File: src/rtl/axi_rd_arbiter_pkg.sv
// Shared types and constants for the AXI4 read-port arbiter between IFU and LSU.
package axi_rd_arbiter_pkg;

    localparam int unsigned ADDR_W  = 32;
    localparam int unsigned DATA_W  = 32;
    localparam int unsigned ID_W    = 4;
    localparam int unsigned LEN_W   = 8;
    localparam int unsigned SIZE_W  = 3;
    localparam int unsigned BURST_W = 2;
    localparam int unsigned RESP_W  = 2;

    localparam logic [BURST_W-1:0] BURST_FIXED = 2'b00;
    localparam logic [BURST_W-1:0] BURST_INCR  = 2'b01;
    localparam logic [BURST_W-1:0] BURST_WRAP  = 2'b10;

    typedef enum logic [1:0] {
        IDLE = 2'b00,
        ADDR = 2'b01,
        DATA = 2'b10
    } state_e;

    typedef enum logic [1:0] {
        GNT_NONE = 2'b00,
        GNT_IFU  = 2'b01,
        GNT_LSU  = 2'b10
    } grant_e;

    typedef struct packed {
        logic [ADDR_W-1:0]  addr;
        logic [LEN_W-1:0]   len;
        logic [SIZE_W-1:0]  size;
        logic [BURST_W-1:0] burst;
    } ar_req_t;

endpackage

File: src/rtl/axi_rd_arbiter_arb_select.sv
// Picks the IDLE-state winner (LSU-first with IFU anti-starvation) and tracks starvation.
module axi_rd_arbiter_arb_select
    import axi_rd_arbiter_pkg::*;
#(
    parameter int unsigned STARVE_MAX = 4,
    parameter int unsigned CNT_W      = 3
) (
    input  logic   clock,
    input  logic   reset,
    input  logic   arb_en_i,
    input  logic   ifu_req_i,
    input  logic   lsu_req_i,
    output grant_e winner_c
);

    logic [CNT_W-1:0] starve_cnt_q, starve_cnt_d;
    logic             starved;

    assign starved = (starve_cnt_q == CNT_W'(STARVE_MAX));

    always_comb begin
        winner_c = GNT_NONE;
        if (lsu_req_i && !(ifu_req_i && starved)) begin
            winner_c = GNT_LSU;
        end else if (ifu_req_i) begin
            winner_c = GNT_IFU;
        end
    end

    // Only grants actually taken in IDLE move the counter.
    always_comb begin
        starve_cnt_d = starve_cnt_q;
        if (arb_en_i) begin
            if (winner_c == GNT_IFU) begin
                starve_cnt_d = '0;
            end else if (winner_c == GNT_LSU && ifu_req_i && !starved) begin
                starve_cnt_d = starve_cnt_q + CNT_W'(1);
            end
        end
    end

    always_ff @(posedge clock or negedge reset) begin
        if (!reset) begin
            starve_cnt_q <= '0;
        end else begin
            starve_cnt_q <= starve_cnt_d;
        end
    end

endmodule

File: src/rtl/axi_rd_arbiter.sv
// Shares one AXI4 read port between IFU and LSU; one burst outstanding, grant held to rlast.
module axi_rd_arbiter
    import axi_rd_arbiter_pkg::*;
#(
    parameter int unsigned     STARVE_MAX = 4,
    parameter int unsigned     CNT_W      = 3,
    parameter logic [ID_W-1:0] IFU_ID     = 4'd0,
    parameter logic [ID_W-1:0] LSU_ID     = 4'd1
) (
    input  logic               clock,
    input  logic               reset,
    input  logic               ifu_arvalid,
    output logic               ifu_arready,
    input  logic [ADDR_W-1:0]  ifu_araddr,
    input  logic [LEN_W-1:0]   ifu_arlen,
    input  logic [SIZE_W-1:0]  ifu_arsize,
    input  logic [BURST_W-1:0] ifu_arburst,
    output logic               ifu_rvalid,
    input  logic               ifu_rready,
    output logic [DATA_W-1:0]  ifu_rdata,
    output logic [RESP_W-1:0]  ifu_rresp,
    output logic               ifu_rlast,
    input  logic               lsu_arvalid,
    output logic               lsu_arready,
    input  logic [ADDR_W-1:0]  lsu_araddr,
    input  logic [LEN_W-1:0]   lsu_arlen,
    input  logic [SIZE_W-1:0]  lsu_arsize,
    input  logic [BURST_W-1:0] lsu_arburst,
    output logic               lsu_rvalid,
    input  logic               lsu_rready,
    output logic [DATA_W-1:0]  lsu_rdata,
    output logic [RESP_W-1:0]  lsu_rresp,
    output logic               lsu_rlast,
    output logic               io_master_arvalid,
    input  logic               io_master_arready,
    output logic [ADDR_W-1:0]  io_master_araddr,
    output logic [ID_W-1:0]    io_master_arid,
    output logic [LEN_W-1:0]   io_master_arlen,
    output logic [SIZE_W-1:0]  io_master_arsize,
    output logic [BURST_W-1:0] io_master_arburst,
    input  logic               io_master_rvalid,
    output logic               io_master_rready,
    input  logic [DATA_W-1:0]  io_master_rdata,
    input  logic [RESP_W-1:0]  io_master_rresp,
    input  logic               io_master_rlast,
    input  logic [ID_W-1:0]    io_master_rid,
    output logic               rid_err_o
);

    state_e          state_q, state_d;
    grant_e          grant_q, grant_d;
    grant_e          winner_c;
    logic            rid_err_q, rid_err_d;
    logic            lsu_sel, ifu_sel;
    logic [ID_W-1:0] gnt_id;
    ar_req_t         ifu_ar, lsu_ar, sel_ar;

    axi_rd_arbiter_arb_select #(
        .STARVE_MAX (STARVE_MAX),
        .CNT_W      (CNT_W)
    ) u_sel (
        .clock     (clock),
        .reset     (reset),
        .arb_en_i  (state_q == IDLE),
        .ifu_req_i (ifu_arvalid),
        .lsu_req_i (lsu_arvalid),
        .winner_c  (winner_c)
    );

    assign lsu_sel = (grant_q == GNT_LSU);
    assign ifu_sel = (grant_q == GNT_IFU);
    assign gnt_id  = lsu_sel ? LSU_ID : IFU_ID;
    assign ifu_ar  = '{addr: ifu_araddr, len: ifu_arlen, size: ifu_arsize, burst: ifu_arburst};
    assign lsu_ar  = '{addr: lsu_araddr, len: lsu_arlen, size: lsu_arsize, burst: lsu_arburst};
    assign sel_ar  = lsu_sel ? lsu_ar : ifu_ar;

    always_ff @(posedge clock or negedge reset) begin
        if (!reset) begin
            state_q   <= IDLE;
            grant_q   <= GNT_NONE;
            rid_err_q <= 1'b0;
        end else begin
            state_q   <= state_d;
            grant_q   <= grant_d;
            rid_err_q <= rid_err_d;
        end
    end

    // Next state: grant is registered in IDLE and released only on the rlast handshake.
    always_comb begin
        state_d   = state_q;
        grant_d   = grant_q;
        rid_err_d = rid_err_q;
        unique case (state_q)
            IDLE: begin
                if (winner_c != GNT_NONE) begin
                    state_d = ADDR;
                    grant_d = winner_c;
                end
            end
            ADDR: begin
                if (io_master_arvalid && io_master_arready) begin
                    state_d = DATA;
                end
            end
            DATA: begin
                if (io_master_rvalid && io_master_rready) begin
                    if (io_master_rid != gnt_id) begin
                        rid_err_d = 1'b1;
                    end
                    if (io_master_rlast) begin
                        state_d = IDLE;
                        grant_d = GNT_NONE;
                    end
                end
            end
            default: begin
                state_d = IDLE;
                grant_d = GNT_NONE;
            end
        endcase
    end

    // Channel muxes: everything not owned by the granted requester is held at 0.
    always_comb begin
        io_master_arvalid = 1'b0;
        io_master_araddr  = '0;
        io_master_arid    = '0;
        io_master_arlen   = '0;
        io_master_arsize  = '0;
        io_master_arburst = '0;
        io_master_rready  = 1'b0;
        ifu_arready       = 1'b0;
        lsu_arready       = 1'b0;
        ifu_rvalid        = 1'b0;
        ifu_rdata         = '0;
        ifu_rresp         = '0;
        ifu_rlast         = 1'b0;
        lsu_rvalid        = 1'b0;
        lsu_rdata         = '0;
        lsu_rresp         = '0;
        lsu_rlast         = 1'b0;
        if (state_q == ADDR && (ifu_sel || lsu_sel)) begin
            io_master_arvalid = lsu_sel ? lsu_arvalid : ifu_arvalid;
            io_master_araddr  = sel_ar.addr;
            io_master_arid    = gnt_id;
            io_master_arlen   = sel_ar.len;
            io_master_arsize  = sel_ar.size;
            io_master_arburst = sel_ar.burst;
            ifu_arready       = ifu_sel && io_master_arready;
            lsu_arready       = lsu_sel && io_master_arready;
        end
        if (state_q == DATA && ifu_sel) begin
            io_master_rready = ifu_rready;
            ifu_rvalid       = io_master_rvalid;
            ifu_rdata        = io_master_rdata;
            ifu_rresp        = io_master_rresp;
            ifu_rlast        = io_master_rlast;
        end
        if (state_q == DATA && lsu_sel) begin
            io_master_rready = lsu_rready;
            lsu_rvalid       = io_master_rvalid;
            lsu_rdata        = io_master_rdata;
            lsu_rresp        = io_master_rresp;
            lsu_rlast        = io_master_rlast;
        end
    end

    assign rid_err_o = rid_err_q;

endmodule

File: config.mk
export PLATFORM = sky130hd
export DESIGN_NAME = axi_rd_arbiter
export DESIGN_NICKNAME = d
export VERILOG_FILES = /design/src/rtl/axi_rd_arbiter_pkg.sv /design/src/rtl/axi_rd_arbiter_arb_select.sv /design/src/rtl/axi_rd_arbiter.sv
export SDC_FILE = /design/constraint.sdc
export NUM_CORES = 1
export LEC_CHECK = 0
export BUFFER_PORTS_ARGS = -buffer_cell sky130_fd_sc_hd__buf_2
export CAP_MARGIN = 20
export CORE_AREA = 4 4 101 103
export CTS_BUF_LIST = sky130_fd_sc_hd__clkbuf_8
export DETAILED_ROUTE_END_ITERATION = 8
export DIE_AREA = 0 0 105 107
export PLACE_DENSITY_LB_ADDON = 0.25
export SLEW_MARGIN = 40
export SYNTH_ARGS = -nofsm -noshare
export SYNTH_HDL_FRONTEND = slang
export SYNTH_SLANG_ARGS = --single-unit
export TNS_END_PERCENT = 1
File: constraint.sdc
create_clock -name clock -period 2.3 [get_ports clock]
set_input_delay 0.115 -clock clock [delete_from_list [all_inputs] [get_ports clock]]
set_output_delay 0.115 -clock clock [all_outputs]
set_load 0.01 [all_outputs]
Word level (Yosys, flattened, before mapping)

Cells that the tools add are included.

Add/subtract/negate cells: 1
Reductions and logical operators: 21
Mux-type cells: 32
Bitwise logic cells: 1
Eq/ne operators: 12

Operator list:

| operator            | count |
|---|---|
| $mux 32             | 3 |
| $mux 45             | 1 |
| $mux 2              | 9 |
| $mux 1              | 13 |
| $pmux 2 s3          | 2 |
| $logic_and 1x1->1   | 11 |
| $mux 3              | 3 |
| $mux 8              | 1 |
| $ne 2x2->1 const B  | 4 |
| $reduce_and 4->1    | 2 |
| $eq 2x1->1 const B  | 3 |
| $eq 2x2->1 const B  | 3 |
| $ne 4x1->1          | 1 |
| $reduce_bool 2->1   | 2 |
| $add 3x1->3 const B | 1 |
| $eq 3x3->1 const B  | 1 |
| $reduce_and 3->1    | 1 |
| $logic_not 1->1     | 2 |
| $logic_not 2->1     | 1 |
| $reduce_and 2->1    | 1 |
| $logic_or 1x1->1    | 1 |
| $not 1->1           | 1 |

Register bits after elaboration: 8

Longest topological paths before layout

Depth in word-level cells: 10
Gate-level depth with buffers: 6
Mapped depth without buffers: 5

Cells and area by module

A second synthesis with hierarchy kept.

Cell total of the unflattened synthesis: 255
Area total of the unflattened synthesis: 1789.2 um2

By module, submodules not included:

| module                    | times used | cells an instance | area an instance (um2) | sequential area each (um2) |
|---|---|---|---|---|
| axi_rd_arbiter            | 1          | 233               | 1589.0                 | 125.1 |
| axi_rd_arbiter_arb_select | 1          | 22                | 200.2                  | 75.1 |

Worst setup path after synthesis

OpenSTA, ideal clock, no wires.

Path type: flip-flop to flip-flop
Start point: reg grant_q[0]
End point: reg rid_err_q (netlist: rid_err_o)
Period minus slack after synthesis: 1.522 ns
Data arrival time: 1.401 ns
Path buffers: 0
Slack: 0.778 ns
Cell stages (with the launch flop): 6
Required time: 2.180 ns
Cell sequence: dfrtp_1 -> inv_1 -> ha_1 -> xor2_1 -> or4_1 -> a41o_1

Cells in the longest elaborated chain, start to end: 6

RTL lines:

| item                         | RTL line              | text |
|---|---|---|
| start: declaration           | axi_rd_arbiter.sv:51  | `grant_e grant_q, grant_d;` |
| start signal: assignment     | axi_rd_arbiter.sv:84  | `grant_q <= grant_d;` |
| $eq 2x1->1                   | axi_rd_arbiter.sv:71  | `assign ifu_sel = (grant_q == GNT_IFU);` |
| $logic_and 1x1->1            | axi_rd_arbiter.sv:153 | `if (state_q == DATA && ifu_sel) begin` |
| $mux 1                       | axi_rd_arbiter.sv:153 |  |
| $mux 1                       | axi_rd_arbiter.sv:160 | `if (state_q == DATA && lsu_sel) begin` |
| $logic_and 1x1->1            | axi_rd_arbiter.sv:107 | `if (io_master_rvalid && io_master_rready) begin` |
| $reduce_and 3->1 (no line) * | -                     |  |
| end signal: assignment       | axi_rd_arbiter.sv:85  | `rid_err_q <= rid_err_d;` |
| end: declaration             | axi_rd_arbiter.sv:53  | `logic rid_err_q, rid_err_d;` |

Every way passes the cells marked *; elsewhere a longest branch is shown, timed or not.
A chain may end at the register's enable or synchronous reset.

Worst setup path in the final report

Start point: reg grant_q[0]
End point: out io_master_rready

Cells in the longest elaborated chain, start to end: 4

RTL lines:

| item              | RTL line              | text |
|---|---|---|
| $eq 2x1->1        | axi_rd_arbiter.sv:71  |  |
| $logic_and 1x1->1 | axi_rd_arbiter.sv:153 |  |
| $mux 1            | axi_rd_arbiter.sv:153 |  |
| $mux 1 *          | axi_rd_arbiter.sv:160 |  |
| end: declaration  | axi_rd_arbiter.sv:42  | `output logic io_master_rready,` |

Marks and branches as above.

==> impl_metrics.yaml <==
outcome:
  status: "finished clean"
synth:
  synth.avg_cell_area_um2: 7.17
  seq_area_frac_synth: 0.111
  synth_compound_area_frac: 0.0519
  yosys.area.top_type: "mux2i_1"
  yosysWarnings: 0
  postSynth.asyncResetShare: 1.00
  synthMuxAreaShare: 0.261
  ys_ff_latch: 8
  synth_top_family_by_area: "simple AND/OR/NAND/NOR gates"
  synth_cell_types: 37
  syn_inst: 252
  ys_top_cells_by_count: "and3_1, mux2i_1, nor2_1, clkbuf_1, buf_2"
  syn_area_um2: 1810
  synth_most_common_cell: "and3_1"
  synth_top_cells_by_area: "mux2i_1, and3_1, dfrtp_1, nor2_1, ha_1"
  synth-edff-count: 0
  yosys.area_share.simple: 0.435
  synth-xor-area-share: 0.00485
  synth_ff_type: "dfrtp_1"
  synthAdderAreaFrac: 0.0346
  synth_top_area_share: 0.255
sta:
  holdWs_ns: 0.207
  tightest_slew_ns: 0.548
  fin_ws_ns: 0.310
  min_period_ns: 1.99
  fin_crit_sh: 0.865
  fin_skew_ns: 0.0000865
  slew_headroom: 0.635
  drv_slew: 0
  finalHoldViolCount: 0
  finalSetupViolations: 0
  max_freq_mhz: 503
  rsz0062_at_grt: "false"
  final.setup.tns_ns: 0
routing:
  drc_errors: 0
  postRouteAntennaNets: 0
  drtIter0Drc: 102
  wl_per_cell_um: 14.3
  num_vias: 2711
  dr.pass1.iters: 4
  wl_um: 8650
  viasPerCell: 4.49
floorplan:
  fp.dieW_um: 105
  initial_core_util: 0.196
  die-area_um2: 11200
  ios: 263
  rows: 35
  core_area_um2: 9200
  die_y_um: 107
placement:
  placed_cell_area_um2: 3150
  dp_hpwl_um: 7350
  io_buffers: 259
  place.gp.congestion: 0.796
  post-place-ws_ns: 0.529
  dpl.cell_count: 599
global_route:
  grtUsageMet2: 0.247
  grt_pass1_wl_um: 13000
  top_usage_layer: "met2"
  grt_pass1_vias: 2658
  gr-usage-met3: 0.0355
  grt_use_total: 0.137
  grt_max_degree: 79
  grt_util_met1: 0.158
  antenna_found_initial: 1
  overflow: 0
clock_tree:
  cts_sinks: 8
  cts_resized: 0
  cts-htree-levels: 1
  post_cts_buffers: 0
  cts_made_buffers: 3
  path_clk_slew_ns: 0.04
  cts_tree: "done"
  cts_root_buffer: "clkbuf_8"
  cts.path.max_buffers: 2
  worstSkewPairLatency_ns: 0.22
  cts_hold_buf: 1
critical_path:
  crit_path_start_kind: "flop"
  worstSetupEndpointType: "output port"
  crit_slowest_cell: "dfrtp_1"
  cpPeakStageDelay_ns: 0.36
  cp.arrival_ns: 1.87
  critical_path.max_fanout: 61
  r2r.worst_path.cells: 6
  path_cells: "inv_1, ha_4, buf_12, and2_1, or2_2, and2_1, buf_2"
  cpMostUsedCell: "and2_1"
  critPathRequiredTime_ns: 2.18
  worstSetupPathType: "reg -> out"
cells_and_area:
  layoutNonFillerInstCount: 604
  nNetsFinal: 636
  fin_area_um2: 3210
  drive_above_1_share: 0.555
  finish.utilization: 0.349
  syn_to_final_growth_pct: 77.6
power:
  ir_drop_mv: 0.326
  p_per_area_nw_per_um2: 784
  leakagePower_nw: 2.21
  finalPower_mw: 2.52
min_path:
  hold_depth: 2
  hold_path.class: "in -> reg"
run:
  max_cap_violations: 0
path summary, 6_finish.rpt:
path,startpoint,to,slack [ns]
max,grant_q[0],io_master_rready,0.31
min,io_master_arready,state_q[1],0.21
max reg2reg,grant_q[0],rid_err_o,0.58
min reg2reg,rid_err_o,rid_err_o,0.49
max in group asynchronous,reset,rid_err_o,1.87
min in group asynchronous,reset,u_sel.starve_cnt_q[2],0.27
worst max-delay path, delay by kind of cell (launching register included):
family / cells / cell delay, ns
adders and majority gates: 1 / 0.20
buffers and inverters: 3 / 0.42
DFF: 1 / 0.36
and+or+nand+nor: 3 / 0.67
placed cells by master, fill, tap and decap left out, types with 2 or more instances in the layout:
cell type	synthesis	final
and2_1	4	4
and3_1	73	73
buf_2	9	259
buf_4	7	4
clkbuf_8	0	3
conb_1	1	3
dfrtp_1	8	8
ha_1	5	4
inv_1	6	6
mux2i_1	46	46
nand2_1	4	4
nand3_1	3	3
nand4_1	2	2
nor2_1	46	46
o21ai_0	2	2
o221ai_1	2	2
cells by family after synthesis:
family | Yosys count
buf+inv | 36
xor+xnor | 1
fa+ha+maj | 5
other cells | 1
compound gates | 12
mux | 47
flops | 8
simple gates | 142
registers in the layout, indices dropped and copies added, names as in the netlist:
name                flops
rid_err_o               1
grant_q                 2
u_sel.starve_cnt_q      3
state_q                 2
where the power goes:
| part | internal [mW] | switching (mW) |
|---|---|---|
| Combinational | 0.901 | 1.21 |
| Clock | 0.113 | 0.0466 |
| Sequential | 0.189 | 0.0577 |
| Total | 1.20 | 1.31 |
layer usage:
metal	part of all wire	up-vias
met3	0.095	14
met5	0	-
li1	-	1368
met1	0.37	1175
met4	0.018	0
met2	0.51	154
final cells by class:
type                       count  area (um^2)
antenna                        1         2.50
clock buffer                   3         41.3
fill                        1017         5990
inverter                       6         22.5
multi-input combinational    210         1450
sequential                     8          200
tap                          111          139
timing repair buffer         265         1360
Power figures use the tool's default switching activity.
